File: config.mk
export PLATFORM = sky130hd
export DESIGN_NAME = svm_mac_sched
export DESIGN_NICKNAME = d
export VERILOG_FILES = /design/src/rtl/svm_mac_sched_pkg.sv /design/src/rtl/svm_addr_gen.sv /design/src/rtl/svm_mac_sched.sv
export SDC_FILE = /design/constraint.sdc
export NUM_CORES = 1
export LEC_CHECK = 0
export CORE_MARGIN = 2
export CORE_UTILIZATION = 38
export CTS_CLUSTER_SIZE = 28
export DETAILED_ROUTE_END_ITERATION = 16
export GPL_TIMING_DRIVEN = 0
export PLACE_DENSITY = 0.89
export SYNTH_ARGS = -nofsm -noshare
export SYNTH_HDL_FRONTEND = slang
export SYNTH_HIERARCHICAL = 1
export SYNTH_SLANG_ARGS = --single-unit
File: constraint.sdc
create_clock -name clk -period 3.8 [get_ports clk]
set_input_delay 1.14 -clock clk [delete_from_list [all_inputs] [get_ports clk]]
set_output_delay 1.14 -clock clk [all_outputs]
set_load 0.01 [all_outputs]
File: src/rtl/svm_mac_sched_pkg.sv
// Shared parameters and FSM state type for the SVM dot-product scheduler.
package svm_mac_sched_pkg;

    localparam int DATA_WIDTH_DEF = 32;
    localparam int FEAT_AW_DEF    = 6;
    localparam int SV_AW_DEF      = 8;
    localparam int TMO_CYC_DEF    = 255;

    typedef enum logic [2:0] {
        ST_IDLE     = 3'd0,
        ST_FETCH    = 3'd1,
        ST_DRAIN    = 3'd2,
        ST_WAIT_RES = 3'd3,
        ST_DONE     = 3'd4
    } state_e;

endpackage

File: src/rtl/svm_addr_gen.sv
// Feature / support-vector address counter pair with terminal-index flags.
// Counters only advance below their terminal value, so they never wrap.
module svm_addr_gen #(
    parameter int FEAT_AW = 6,
    parameter int SV_AW   = 8
) (
    input  logic               clk,
    input  logic               rst,
    input  logic               clr,
    input  logic               inc_feat,
    input  logic               inc_sv,
    input  logic [FEAT_AW:0]   num_feat,
    input  logic [SV_AW:0]     num_sv,
    output logic [FEAT_AW-1:0] feat_idx,
    output logic [SV_AW-1:0]   sv_idx,
    output logic               last_feat,
    output logic               last_sv
);

    localparam logic [FEAT_AW-1:0] FEAT_INC = 1;
    localparam logic [SV_AW-1:0]   SV_INC   = 1;
    localparam logic [FEAT_AW:0]   FEAT_ONE = 1;
    localparam logic [SV_AW:0]     SV_ONE   = 1;

    logic [FEAT_AW-1:0] feat_idx_q, feat_idx_d;
    logic [SV_AW-1:0]   sv_idx_q, sv_idx_d;

    // Next-index selection: clear wins, a new vector resets the feature index.
    always_comb begin
        feat_idx_d = feat_idx_q;
        sv_idx_d   = sv_idx_q;
        if (clr) begin
            feat_idx_d = '0;
            sv_idx_d   = '0;
        end else if (inc_sv) begin
            sv_idx_d   = sv_idx_q + SV_INC;
            feat_idx_d = '0;
        end else if (inc_feat) begin
            feat_idx_d = feat_idx_q + FEAT_INC;
        end
    end

    // Index registers.
    always_ff @(posedge clk) begin
        if (rst) begin
            feat_idx_q <= '0;
            sv_idx_q   <= '0;
        end else begin
            feat_idx_q <= feat_idx_d;
            sv_idx_q   <= sv_idx_d;
        end
    end

    assign feat_idx  = feat_idx_q;
    assign sv_idx    = sv_idx_q;
    // Compares are one bit wider than the index so 64 features / 256 SVs work.
    assign last_feat = ({1'b0, feat_idx_q} == (num_feat - FEAT_ONE));
    assign last_sv   = ({1'b0, sv_idx_q} == (num_sv - SV_ONE));

endmodule

File: src/rtl/svm_mac_sched.sv
// SVM dot-product scheduler: streams SV/X operand pairs to an external
// multiply-accumulate unit, one vector at a time, and collects each result.
//
// state       | meaning
// ST_IDLE     | waiting for start
// ST_FETCH    | issuing one feature read per cycle
// ST_DRAIN    | final operand pair presented to the multiplier
// ST_WAIT_RES | waiting for the accumulated result, timeout running
// ST_DONE     | job finished, done pulses on the following cycle
module svm_mac_sched
    import svm_mac_sched_pkg::*;
#(
    parameter int DATA_WIDTH = DATA_WIDTH_DEF,
    parameter int FEAT_AW    = FEAT_AW_DEF,
    parameter int SV_AW      = SV_AW_DEF,
    parameter int TMO_CYC    = TMO_CYC_DEF
) (
    input  logic                     clk,
    input  logic                     rst,
    input  logic                     start,
    input  logic [FEAT_AW:0]         num_feat,
    input  logic [SV_AW:0]           num_sv,
    input  logic                     op_sel,
    output logic                     sv_rd_en,
    output logic [SV_AW+FEAT_AW-1:0] sv_rd_addr,
    input  logic [DATA_WIDTH-1:0]    sv_rd_data,
    output logic                     x_rd_en,
    output logic [FEAT_AW-1:0]       x_rd_addr,
    input  logic [DATA_WIDTH-1:0]    x_rd_data,
    output logic                     mult_en,
    output logic [DATA_WIDTH-1:0]    mult_data_1,
    output logic [DATA_WIDTH-1:0]    mult_data_2,
    output logic                     mult_op_sel,
    input  logic [DATA_WIDTH-1:0]    mult_res,
    input  logic                     mult_res_vld,
    output logic                     dot_vld,
    output logic [DATA_WIDTH-1:0]    dot_data,
    output logic [SV_AW-1:0]         dot_idx,
    output logic                     busy,
    output logic                     done,
    output logic                     err_tmo
);

    localparam int            TW       = $clog2(TMO_CYC + 1);
    localparam logic [TW-1:0] TMO_LAST = TW'(TMO_CYC - 1);
    localparam logic [TW-1:0] TMO_INC  = 1;

    state_e                  state_q, state_d;
    logic [FEAT_AW:0]        num_feat_q, num_feat_d;
    logic [SV_AW:0]          num_sv_q, num_sv_d;
    logic                    op_sel_q, op_sel_d;
    logic [TW-1:0]           tmo_q, tmo_d;
    logic                    err_q, err_d;
    logic                    mult_en_q, mult_en_d;
    logic                    dot_vld_q, dot_vld_d;
    logic [DATA_WIDTH-1:0]   dot_data_q, dot_data_d;
    logic [SV_AW-1:0]        dot_idx_q, dot_idx_d;
    logic                    done_q, done_d;

    logic                    rd_en, clr, inc_feat, inc_sv;
    logic [FEAT_AW-1:0]      feat_idx;
    logic [SV_AW-1:0]        sv_idx;
    logic                    last_feat, last_sv;

    svm_addr_gen #(
        .FEAT_AW (FEAT_AW),
        .SV_AW   (SV_AW)
    ) u_addr_gen (
        .clk       (clk),
        .rst       (rst),
        .clr       (clr),
        .inc_feat  (inc_feat),
        .inc_sv    (inc_sv),
        .num_feat  (num_feat_q),
        .num_sv    (num_sv_q),
        .feat_idx  (feat_idx),
        .sv_idx    (sv_idx),
        .last_feat (last_feat),
        .last_sv   (last_sv)
    );

    // Next-state, counter control and result capture.
    always_comb begin
        state_d    = state_q;
        num_feat_d = num_feat_q;
        num_sv_d   = num_sv_q;
        op_sel_d   = op_sel_q;
        tmo_d      = '0;
        err_d      = err_q;
        dot_vld_d  = 1'b0;
        dot_data_d = dot_data_q;
        dot_idx_d  = dot_idx_q;
        done_d     = 1'b0;
        rd_en      = 1'b0;
        clr        = 1'b0;
        inc_feat   = 1'b0;
        inc_sv     = 1'b0;
        case (state_q)
            ST_IDLE: begin
                if (start) begin
                    num_feat_d = num_feat;
                    num_sv_d   = num_sv;
                    op_sel_d   = op_sel;
                    err_d      = 1'b0;
                    clr        = 1'b1;
                    if ((num_feat == '0) || (num_sv == '0)) state_d = ST_DONE;
                    else                                    state_d = ST_FETCH;
                end
            end
            ST_FETCH: begin
                rd_en = 1'b1;
                if (last_feat) state_d  = ST_DRAIN;
                else           inc_feat = 1'b1;
            end
            ST_DRAIN: state_d = ST_WAIT_RES;
            ST_WAIT_RES: begin
                if (mult_res_vld) begin
                    dot_vld_d  = 1'b1;
                    dot_data_d = mult_res;
                    dot_idx_d  = sv_idx;
                    if (last_sv) begin
                        state_d = ST_DONE;
                    end else begin
                        inc_sv  = 1'b1;
                        state_d = ST_FETCH;
                    end
                end else if (tmo_q == TMO_LAST) begin
                    err_d   = 1'b1;
                    state_d = ST_DONE;
                end else begin
                    tmo_d = tmo_q + TMO_INC;
                end
            end
            ST_DONE: begin
                done_d  = 1'b1;
                state_d = ST_IDLE;
            end
            default: state_d = ST_IDLE;
        endcase
        mult_en_d = rd_en;
    end

    // State and output registers.
    always_ff @(posedge clk) begin
        if (rst) begin
            state_q    <= ST_IDLE;
            num_feat_q <= '0;
            num_sv_q   <= '0;
            op_sel_q   <= 1'b0;
            tmo_q      <= '0;
            err_q      <= 1'b0;
            mult_en_q  <= 1'b0;
            dot_vld_q  <= 1'b0;
            dot_data_q <= '0;
            dot_idx_q  <= '0;
            done_q     <= 1'b0;
        end else begin
            state_q    <= state_d;
            num_feat_q <= num_feat_d;
            num_sv_q   <= num_sv_d;
            op_sel_q   <= op_sel_d;
            tmo_q      <= tmo_d;
            err_q      <= err_d;
            mult_en_q  <= mult_en_d;
            dot_vld_q  <= dot_vld_d;
            dot_data_q <= dot_data_d;
            dot_idx_q  <= dot_idx_d;
            done_q     <= done_d;
        end
    end

    assign sv_rd_en    = rd_en;
    assign x_rd_en     = rd_en;
    assign sv_rd_addr  = {sv_idx, feat_idx};
    assign x_rd_addr   = feat_idx;
    assign mult_en     = mult_en_q;
    // Operands are gated so the multiplier bus is quiet outside valid cycles.
    assign mult_data_1 = mult_en_q ? sv_rd_data : '0;
    assign mult_data_2 = mult_en_q ? x_rd_data  : '0;
    assign mult_op_sel = op_sel_q;
    assign dot_vld     = dot_vld_q;
    assign dot_data    = dot_data_q;
    assign dot_idx     = dot_idx_q;
    assign busy        = (state_q != ST_IDLE);
    assign done        = done_q;
    assign err_tmo     = err_q;

endmodule

==> results of run 1 <==
==> registers in the layout, indices dropped and copies added, names as in the netlist, 3 cells and up <==
register,count
dot_data,32
num_feat_q,7
num_sv_q,9
u_addr_gen/feat_idx,6
state_q,3
tmo_q,8
dot_idx,8
u_addr_gen/sv_idx,8
==> cells in the final DEF (no fill, tap or decap), drive strengths merged, types with 10 or more instances in the layout <==
cell type and n:
nand2 128, clkdlybuf4s50 248, a21oi 66, and2 65
nor2 29, dfxtp 86, inv 16, xnor2 11
xor2 19, buf 15, nor3 10, clkbuf 33
nand4 10
==> final timing paths <==
path / from / depth (start not counted) / slack [ns] / endpoint
max: x_rd_data[23] / 3 / 0.39 / mult_data_2[23]
min reg2reg: dot_data[29] / 2 / 0.46 / dot_data[29]
max reg2reg: num_sv_q[0] / 12 / 0.61 / u_addr_gen/feat_idx[5]
min: dot_data[29] / 2 / 0.46 / dot_data[29]
==> area by class of cell <==
cell class              count  share of cell area, %
plain buffers              39                   2.57
well taps                 140                   2.48
flip-flops and latches     86                   24.4
diodes                      1                 0.0354
clock buffers               9                   1.75
clock inverters             7                  0.974
multi-input cells         404                   32.0
repair buffers            248                   35.1
inverters                  13                  0.691
==> kinds of logic (layout without fill, tap and decap cells) <==
| logic type | Yosys count | in the layout | synth area share [%] |
|---|---|---|---|
| compound gates | 84 | 84 | 10.9 |
| xor+xnor | 30 | 30 | 6.24 |
| fa+ha+maj | 6 | 6 | 1.78 |
| buf+inv | 52 | 316 | 5.46 |
| flops | 86 | 86 | 40.9 |
| mux | 5 | 5 | 1.22 |
| other cells | 0 | 1 | 0 |
| simple gates | 279 | 279 | 33.6 |
==> per-stage QoR <==
step                util [%]  hold WS (ns)  total power, mW
finish                  65.2         0.456             1.91
global route            65.2         0.476             1.99
CTS                     65.2         0.459             1.93
detailed placement      63.4         0.446             1.31
global placement        63.4         0.441             1.31
floorplan                  -         0.445             1.10
==> routing by layer <==
metal  up-vias  wire length [microns]  track usage (%)
met5         -                      8                0
li1       2296                      -                -
met2       175                   7110             40.9
met4         2                    499             9.04
met1      2031                   5000             23.0
met3        32                   1160             6.99
==> power groups by stage <==
stage / clock [mW] / combinational (mW) / sequential [mW]
2_1_floorplan: 0 / 0.151 / 0.949
3_3_place_gp: 0 / 0.355 / 0.952
3_5_place_dp: 0 / 0.360 / 0.952
4_1_cts: 0.637 / 0.361 / 0.931
5_1_grt: 0.669 / 0.392 / 0.934
6_report: 0.618 / 0.360 / 0.931
==> worst max-delay path: stages <==
cell	delay, ns
clkdlybuf4s50_1	0.46
and2_1	0.13
clkdlybuf4s50_1	0.54
==> flow_metrics.tcl, run 1 <==
set metrics [dict create \
    die_h_microns 109 \
    ys_warn_count 6 \
    max_freq_mhz 293 \
    postPlaceCellArea_sq_um 6870 \
    seqCellArea_sq_um 1720 \
    ant_nets 0 \
    holdBufCountCts 0 \
    power_density_nw_per_um2 270 \
    cts_root_buffer "clkbuf_8" \
    antenna_found_initial 2 \
    avgSynthCellArea_sq_um 7.77 \
    design_area_sq_um 7070 \
    p_comb_share_pct 18.8 \
    fin_setup_tns_ns 0 \
    io_pins 249 \
    dp_cells 930 \
    setup_slack_ns 0.390 \
    wl_per_cell_microns 14.6 \
    critical_path_class "input port to output port" \
    fin_crit_sh_pct 89.7 \
    power.leakage_nw 2.53 \
    worst_pin_slew_ns 0.536 \
    drv_cap 0 \
    cts.sinks 86 \
    rsz0062_at_grt "false" \
    core-area_sq_um 10800 \
    fin_cells 947 \
    critPathRequiredTime_ns 2.66 \
    clkTransAtPathRegs_ns 0.09 \
    drive_above_1_share_pct 4.96 \
    ys_types 50 \
    hold_path_class "register to register" \
    crit_path_end_kind "output port" \
    outcome "complete, no violations" \
    syn_nets 665 \
    htreeDepth 3 \
    area_delta_synth_final_pct 67.7 \
    cts.path.max_buffers 2 \
    place_congestion 0.843 \
    synth-edff-count 0 \
    clockPowerShare_pct 32.4 \
    dieArea_sq_um 11900 \
    synthTopCellsByArea "dfxtp_1, nand2_1, and2_1" \
    vias_per_cell 4.79 \
    grt_pass1_wl_microns 20500 \
    grt_util_all_layers_pct 22.1 \
    seqPwrFrac_pct 48.8 \
    cts_tree "yes" \
    intPower_mw 1.39 \
    yosysTopAreaCellShare_pct 40.9 \
    peakVddDrop_mv 0.211 \
    max_slew_margin_pct 64.2 \
    syn_area_sq_um 4210 \
    synth_ff_type "dfxtp_1" \
    synth_top_area_cell "dfxtp_1" \
    drv_slew 0 \
    seq_area_frac_synth_pct 40.9 \
    synth_seq_cells 86 \
    drc_errors 0 \
    p_sw_uw 520 \
    grt-ovfl-total 0 \
    num-fill-cells 905 \
    pre_cts_slack_ns 0.283 \
    die_width_microns 109 \
    skew_ns 0.0118 \
    grt_start_max_net_pins 18 \
    clk_latency_ns 0.35 \
    post_cts_buffers 0 \
    first_global_vias 4156 \
    synth_most_common_cell "nand2_1" \
    switching_share_pct 27.2 \
    wl_microns 13800 \
    synth_common_cells "nand2_1, dfxtp_1, a21oi_1" \
    drt_iter0_markers 173 \
    nets 924 \
    start_util_pct 38.9 \
    routed-via-count 4536 \
    first_pass_iters 4 \
    rows 38 \
    critPathMaxFanout 1 \
    portBuffers 248 \
    netlist_instances 542 \
    finalSetupViolCount 0 \
    min_period_ns 3.41 \
    post_cts_resized 0 \
    setup.worst_path.start_class "input port" \
    synthArstFlopShare_pct 0 \
    cts_buffers 9 \
    multi_input_area_sq_um 2260 \
    hpwl_microns 11300 \
    crit_arrival_ns 2.27 \
    hold_viol_final 0 \
]
Power figures use the tool's default switching activity.
==> inputs of run 2 (changes only) <==
- ABC_AREA: default -> 1
- CORE_MARGIN: 2 -> 8
- CORE_UTILIZATION: 38 -> 39
==> run 2 against run 1 <==
Net effect: sequential power rose by 16%; critical path depth is 1 higher; clock power up 42%; clock skew down 0.0070 ns; area after synthesis is 4.8% higher; cell count grew 16%; largest power group is now combinational cells; power rose by 71%; non-clock buffer count is 8 lower; core utilization grew 0.49 points; synthesized cell count is 27% higher.
==> flow_metrics.tcl, run 2 <==
set metrics [dict create \
    synth_top_area_cell "dfxtp_1" \
    hold_viol_final 0 \
    p_sw_mw 1.10 \
    critPathMaxFanout 1 \
    p_comb_share_pct 39.9 \
    mostFrequentLayoutCell "clkdlybuf4s50_1" \
    first_pass_iters 5 \
    routed-via-count 5117 \
    rsz0062_at_grt "false" \
    post_cts_buffers 0 \
    grt_util_all_layers_pct 20.8 \
    fin_cells 1095 \
    cts_buffers 9 \
    peakVddDrop_mv 0.309 \
    wl_per_cell_microns 15.1 \
    area_delta_synth_final_pct 67.0 \
    intPower_mw 2.16 \
    htreeDepth 3 \
    synth_ff_type "dfxtp_1" \
    nets 1070 \
    yosysTopAreaCellShare_pct 39.0 \
    syn_area_sq_um 4410 \
    reg2reg_from "num_sv_q[0]" \
    avgSynthCellArea_sq_um 6.42 \
    clockPowerShare_pct 26.9 \
    seqPwrFrac_pct 33.2 \
    finalSetupViolCount 0 \
    die_h_microns 122 \
    drive_above_1_share_pct 4.84 \
    fin_crit_sh_pct 90.7 \
    vias_per_cell 4.67 \
    place_congestion 0.889 \
    max_slew_margin_pct 62.4 \
    drc_errors 0 \
    drv_cap 0 \
    first_global_vias 4856 \
    rows 39 \
    synthTopCellsByArea "dfxtp_1, nor2_1, nand2_1" \
    wl_microns 16500 \
    cts.path.max_buffers 2 \
    crit_path_frequent_cell "clkdlybuf4s50_1" \
    crit_start "sv_rd_data[24]" \
    hpwl_microns 13600 \
    cts.sinks 86 \
    clk_latency_ns 0.33 \
    setup.worst_path.start_class "input port" \
    portBuffers 248 \
    holdBufCountCts 0 \
    crit_arrival_ns 2.30 \
    cts_root_buffer "clkbuf_16" \
    hold_path_class "register to register" \
    final_cell_mix "clkdlybuf4s50_1, nor2_1, nand2_1" \
    slowest_delay_ns 0.58 \
    grt-ovfl-total 0 \
    skew_ns 0.00480 \
    worstHoldPathCells 1 \
    dp_cells 1079 \
    slowest_stage "clkdlybuf4s50_1" \
    die_width_microns 122 \
    core-area_sq_um 11200 \
    crit_chain "clkdlybuf4s50_1, nand2_1, inv_1, clkdlybuf4s50_1" \
    synth-edff-count 0 \
    netlist_instances 688 \
    io_pins 249 \
    synthArstFlopShare_pct 0 \
    grt_pass1_wl_microns 24400 \
    endpoint "mult_data_1[24]" \
    ant_nets 0 \
    cts_tree "yes" \
    critical_path_class "input port to output port" \
    synth_most_common_cell "nor2_1" \
    critPathRequiredTime_ns 2.66 \
    synth_common_cells "nor2_1, nand2_1, inv_1" \
    clkTransAtPathRegs_ns 0.06 \
    reg2reg_to "u_addr_gen/feat_idx[4]" \
    start_util_pct 39.3 \
    max_freq_mhz 290 \
    worst_pin_slew_ns 0.560 \
    power.leakage_nw 3.51 \
    min_period_ns 3.44 \
    antenna_found_initial 1 \
    power_density_nw_per_um2 443 \
    fin_setup_tns_ns 0 \
    ys_warn_count 6 \
    ys_types 32 \
    r2r_cells 15 \
    dieArea_sq_um 15000 \
    num-fill-cells 962 \
    rrSetupSlack_ns 1.22 \
    syn_nets 811 \
    drt_iter0_markers 282 \
    switching_share_pct 33.8 \
    grt_start_max_net_pins 13 \
    largest_reg_flops 32 \
    crit_path_end_kind "output port" \
    post_cts_resized 0 \
    synth_seq_cells 86 \
    seq_area_frac_synth_pct 39.0 \
    outcome "complete, no violations" \
    drv_slew 0 \
]
run 2: power groups by stage:
stage	Sequential, mW	Clock (mW)	Combinational, mW
6_report	1.08	0.878	1.30
5_1_grt	1.10	0.929	1.43
4_1_cts	1.08	0.887	1.31
3_5_place_dp	1.10	0	1.30
3_3_place_gp	1.10	0	1.27
2_1_floorplan	1.10	0	0.693
run 2: metal layers:
layer	global-route usage [%]	share of wire, %	vias up
met3	8.23	10	10
met2	40.2	53	180
met1	20.1	35	2324
met5	0	0	-
met4	4.87	0.67	0
li1	-	-	2603
run 2: worst max-delay path, delay by kind of cell:
family                 cells  cell delay, ns
buffers and inverters      3            1.11
AND/OR/NAND/NOR            1            0.05
run 2: per-stage QoR:
stage	setup slack (ns)	hold slack, ns	power, mW	area (sq um)	util (%)
2_1_floorplan	1.24	0.441	1.79	4410	-
3_3_place_gp	0.330	0.450	2.36	7080	63.0
3_5_place_dp	0.314	0.461	2.40	7080	63.0
4_1_cts	0.325	0.480	3.28	7370	65.6
5_1_grt	0.293	0.512	3.46	7370	65.7
6_report	0.355	0.482	3.26	7370	65.7
run 2: logic make-up after synthesis:
logic type      synth area share (%)
buf+inv                         13.1
fa+ha+maj                       1.70
mux                            0.227
compound gates                  9.67
simple gates                    33.1
xor+xnor                        3.17
flops                           39.0
run 2: cell type report:
class | instances | area [sq um] | share of cell area [%]
Clock buffer | 13 | 260 | 3.53
Antenna cell | 2 | 5.00 | 0.0679
Buffer | 31 | 163 | 2.21
Tap cell | 143 | 179 | 2.43
Inverter | 111 | 417 | 5.65
Sequential cell | 86 | 1720 | 23.4
Timing Repair Buffer | 248 | 2480 | 33.7
Multi-Input combinational cell | 460 | 2110 | 28.7
Clock inverter | 1 | 30.0 | 0.407
run 2: worst min path at each step:
stage              from        to  slack (ns)
6_report       tmo_q[0]  tmo_q[0]        0.48
4_1_cts        tmo_q[0]  tmo_q[0]        0.48
3_5_place_dp    err_tmo   err_tmo        0.46
2_1_floorplan  tmo_q[0]  tmo_q[0]        0.44
3_3_place_gp    err_tmo   err_tmo        0.45
5_1_grt        tmo_q[3]  tmo_q[3]        0.51
==> inputs of run 3 (changes only) <==
- GPL_TIMING_DRIVEN: 0 -> default
==> run 3 against run 2 <==
Net effect: die area is the same; register-to-register slack improved by 0.02 ns; power down 3.2%; highest routed layer unchanged.
==> flow_metrics.tcl, run 3 (synthesis gave the netlist of run 2 again) <==
set metrics [dict create \
    slowest_delay_ns 0.60 \
    skew_ns 0.00577 \
    outcome "complete, no violations" \
    drc_errors 0 \
    num-fill-cells 991 \
    grt_pass1_wl_microns 23900 \
    largest_reg_flops 32 \
    final_cell_mix "clkdlybuf4s50_1, nor2_1, nand2_1" \
    p_sw_mw 1.10 \
    drv_cap 0 \
    cts_tree "yes" \
    crit_arrival_ns 2.32 \
    wl_per_cell_microns 14.9 \
    clk_latency_ns 0.33 \
    p_comb_share_pct 39.7 \
    wl_microns 15900 \
    ant_nets 0 \
    mostFrequentLayoutCell "clkdlybuf4s50_1" \
    nets 1044 \
    dieArea_sq_um 15000 \
    routed-via-count 4947 \
    cts_buffers 9 \
    power.leakage_nw 3.44 \
    drv_slew 0 \
    max_freq_mhz 289 \
    max_slew_margin_pct 61.0 \
    die_h_microns 122 \
    post_cts_buffers 0 \
    crit_family "buffers and inverters" \
    first_global_vias 4758 \
    slowest_stage "clkdlybuf4s50_1" \
    drt_iter0_markers 223 \
    post_cts_resized 0 \
    first_pass_iters 4 \
    finalSetupViolCount 0 \
    critPathRequiredTime_ns 2.66 \
    place_congestion 0.887 \
    hold_viol_final 0 \
    holdBufCountCts 0 \
    intPower_mw 2.06 \
    min_period_ns 3.46 \
    critPathMaxFanout 1 \
    grt-ovfl-total 0 \
    core-area_sq_um 11200 \
    setup.worst_path.start_class "input port" \
    htreeDepth 3 \
    cts.path.max_buffers 2 \
    seqPwrFrac_pct 35.0 \
    rows 39 \
    power_density_nw_per_um2 436 \
    start_util_pct 39.3 \
    critical_path_class "input port to output port" \
    final_core_util_pct 64.5 \
    antenna_found_initial 2 \
    grt_start_max_net_pins 43 \
    switching_share_pct 34.8 \
    area_delta_synth_final_pct 64.0 \
    crit_path_frequent_cell "clkdlybuf4s50_1" \
    io_pins 249 \
    whs_ns 0.477 \
    worst_pin_slew_ns 0.581 \
    cts.sinks 86 \
    clockPowerShare_pct 25.3 \
    fin_crit_sh_pct 91.2 \
    crit_path_end_kind "output port" \
    rsz0062_at_grt "false" \
    die_width_microns 122 \
    peakVddDrop_mv 0.317 \
    fin_setup_tns_ns 0 \
    crit_chain "clkdlybuf4s50_1, nand2_1, inv_1, clkdlybuf4s50_1" \
    drive_above_1_share_pct 4.10 \
    clkTransAtPathRegs_ns 0.05 \
    hold_path_class "register to register" \
    portBuffers 248 \
    hpwl_microns 12700 \
    cts_root_buffer "clkbuf_16" \
    crit_buf_inv 3 \
    grt_util_all_layers_pct 20.2 \
    vias_per_cell 4.62 \
]
[run 3: worst paths after layout]
kind	cells past startpoint	slack, ns	to	from
min reg2reg	2	0.48	err_tmo	err_tmo
max	4	0.34	mult_data_1[25]	sv_rd_data[25]
min	2	0.48	err_tmo	err_tmo
max reg2reg	18	1.24	u_addr_gen/sv_idx[7]	num_sv_q[0]
[run 3: tightest hold or removal path, stage by stage, from the launching register on]
cell	delay [ns]
dfxtp_1	0.33
a21oi_1	0.04
nor2_1	0.07
[run 3: layout make-up]
class                   count  area [sq um]  share of cell area, %
multi-input cells         460          2110                   29.2
flip-flops and latches     86          1720                   23.8
clock buffers              12           246                   3.41
well taps                 143           179                   2.47
inverters                 111           417                   5.76
clock inverters             4          22.5                  0.311
diodes                      2          5.00                 0.0691
repair buffers            253          2530                   35.0
[run 3: per-layer routing]
layer | global-route usage (%) | routed length, microns
met1 | 19.6 | 5820
met2 | 38.1 | 8230
met3 | 7.87 | 1640
met4 | 6.85 | 247
met5 | 0 | 0
[run 3: power groups by stage]
stage / Sequential (mW) / Clock, mW / Combinational, mW
floorplan: 1.10 / 0 / 0.693
global placement: 1.12 / 0 / 1.22
detailed placement: 1.12 / 0 / 1.24
CTS: 1.10 / 0.817 / 1.26
global route: 1.12 / 0.850 / 1.39
finish: 1.11 / 0.799 / 1.25
[run 3: through the flow]
stage / std cells / instance area [sq um] / power (mW) / setup slack (ns)
detailed placement: 1053 / 6960 / 2.36 / 0.307
CTS: 1069 / 7230 / 3.18 / 0.307
finish: 1071 / 7240 / 3.16 / 0.336
global route: 1071 / 7240 / 3.36 / 0.291
global placement: 1053 / 6960 / 2.33 / 0.322
floorplan: 688 / 4410 / 1.79 / 1.24
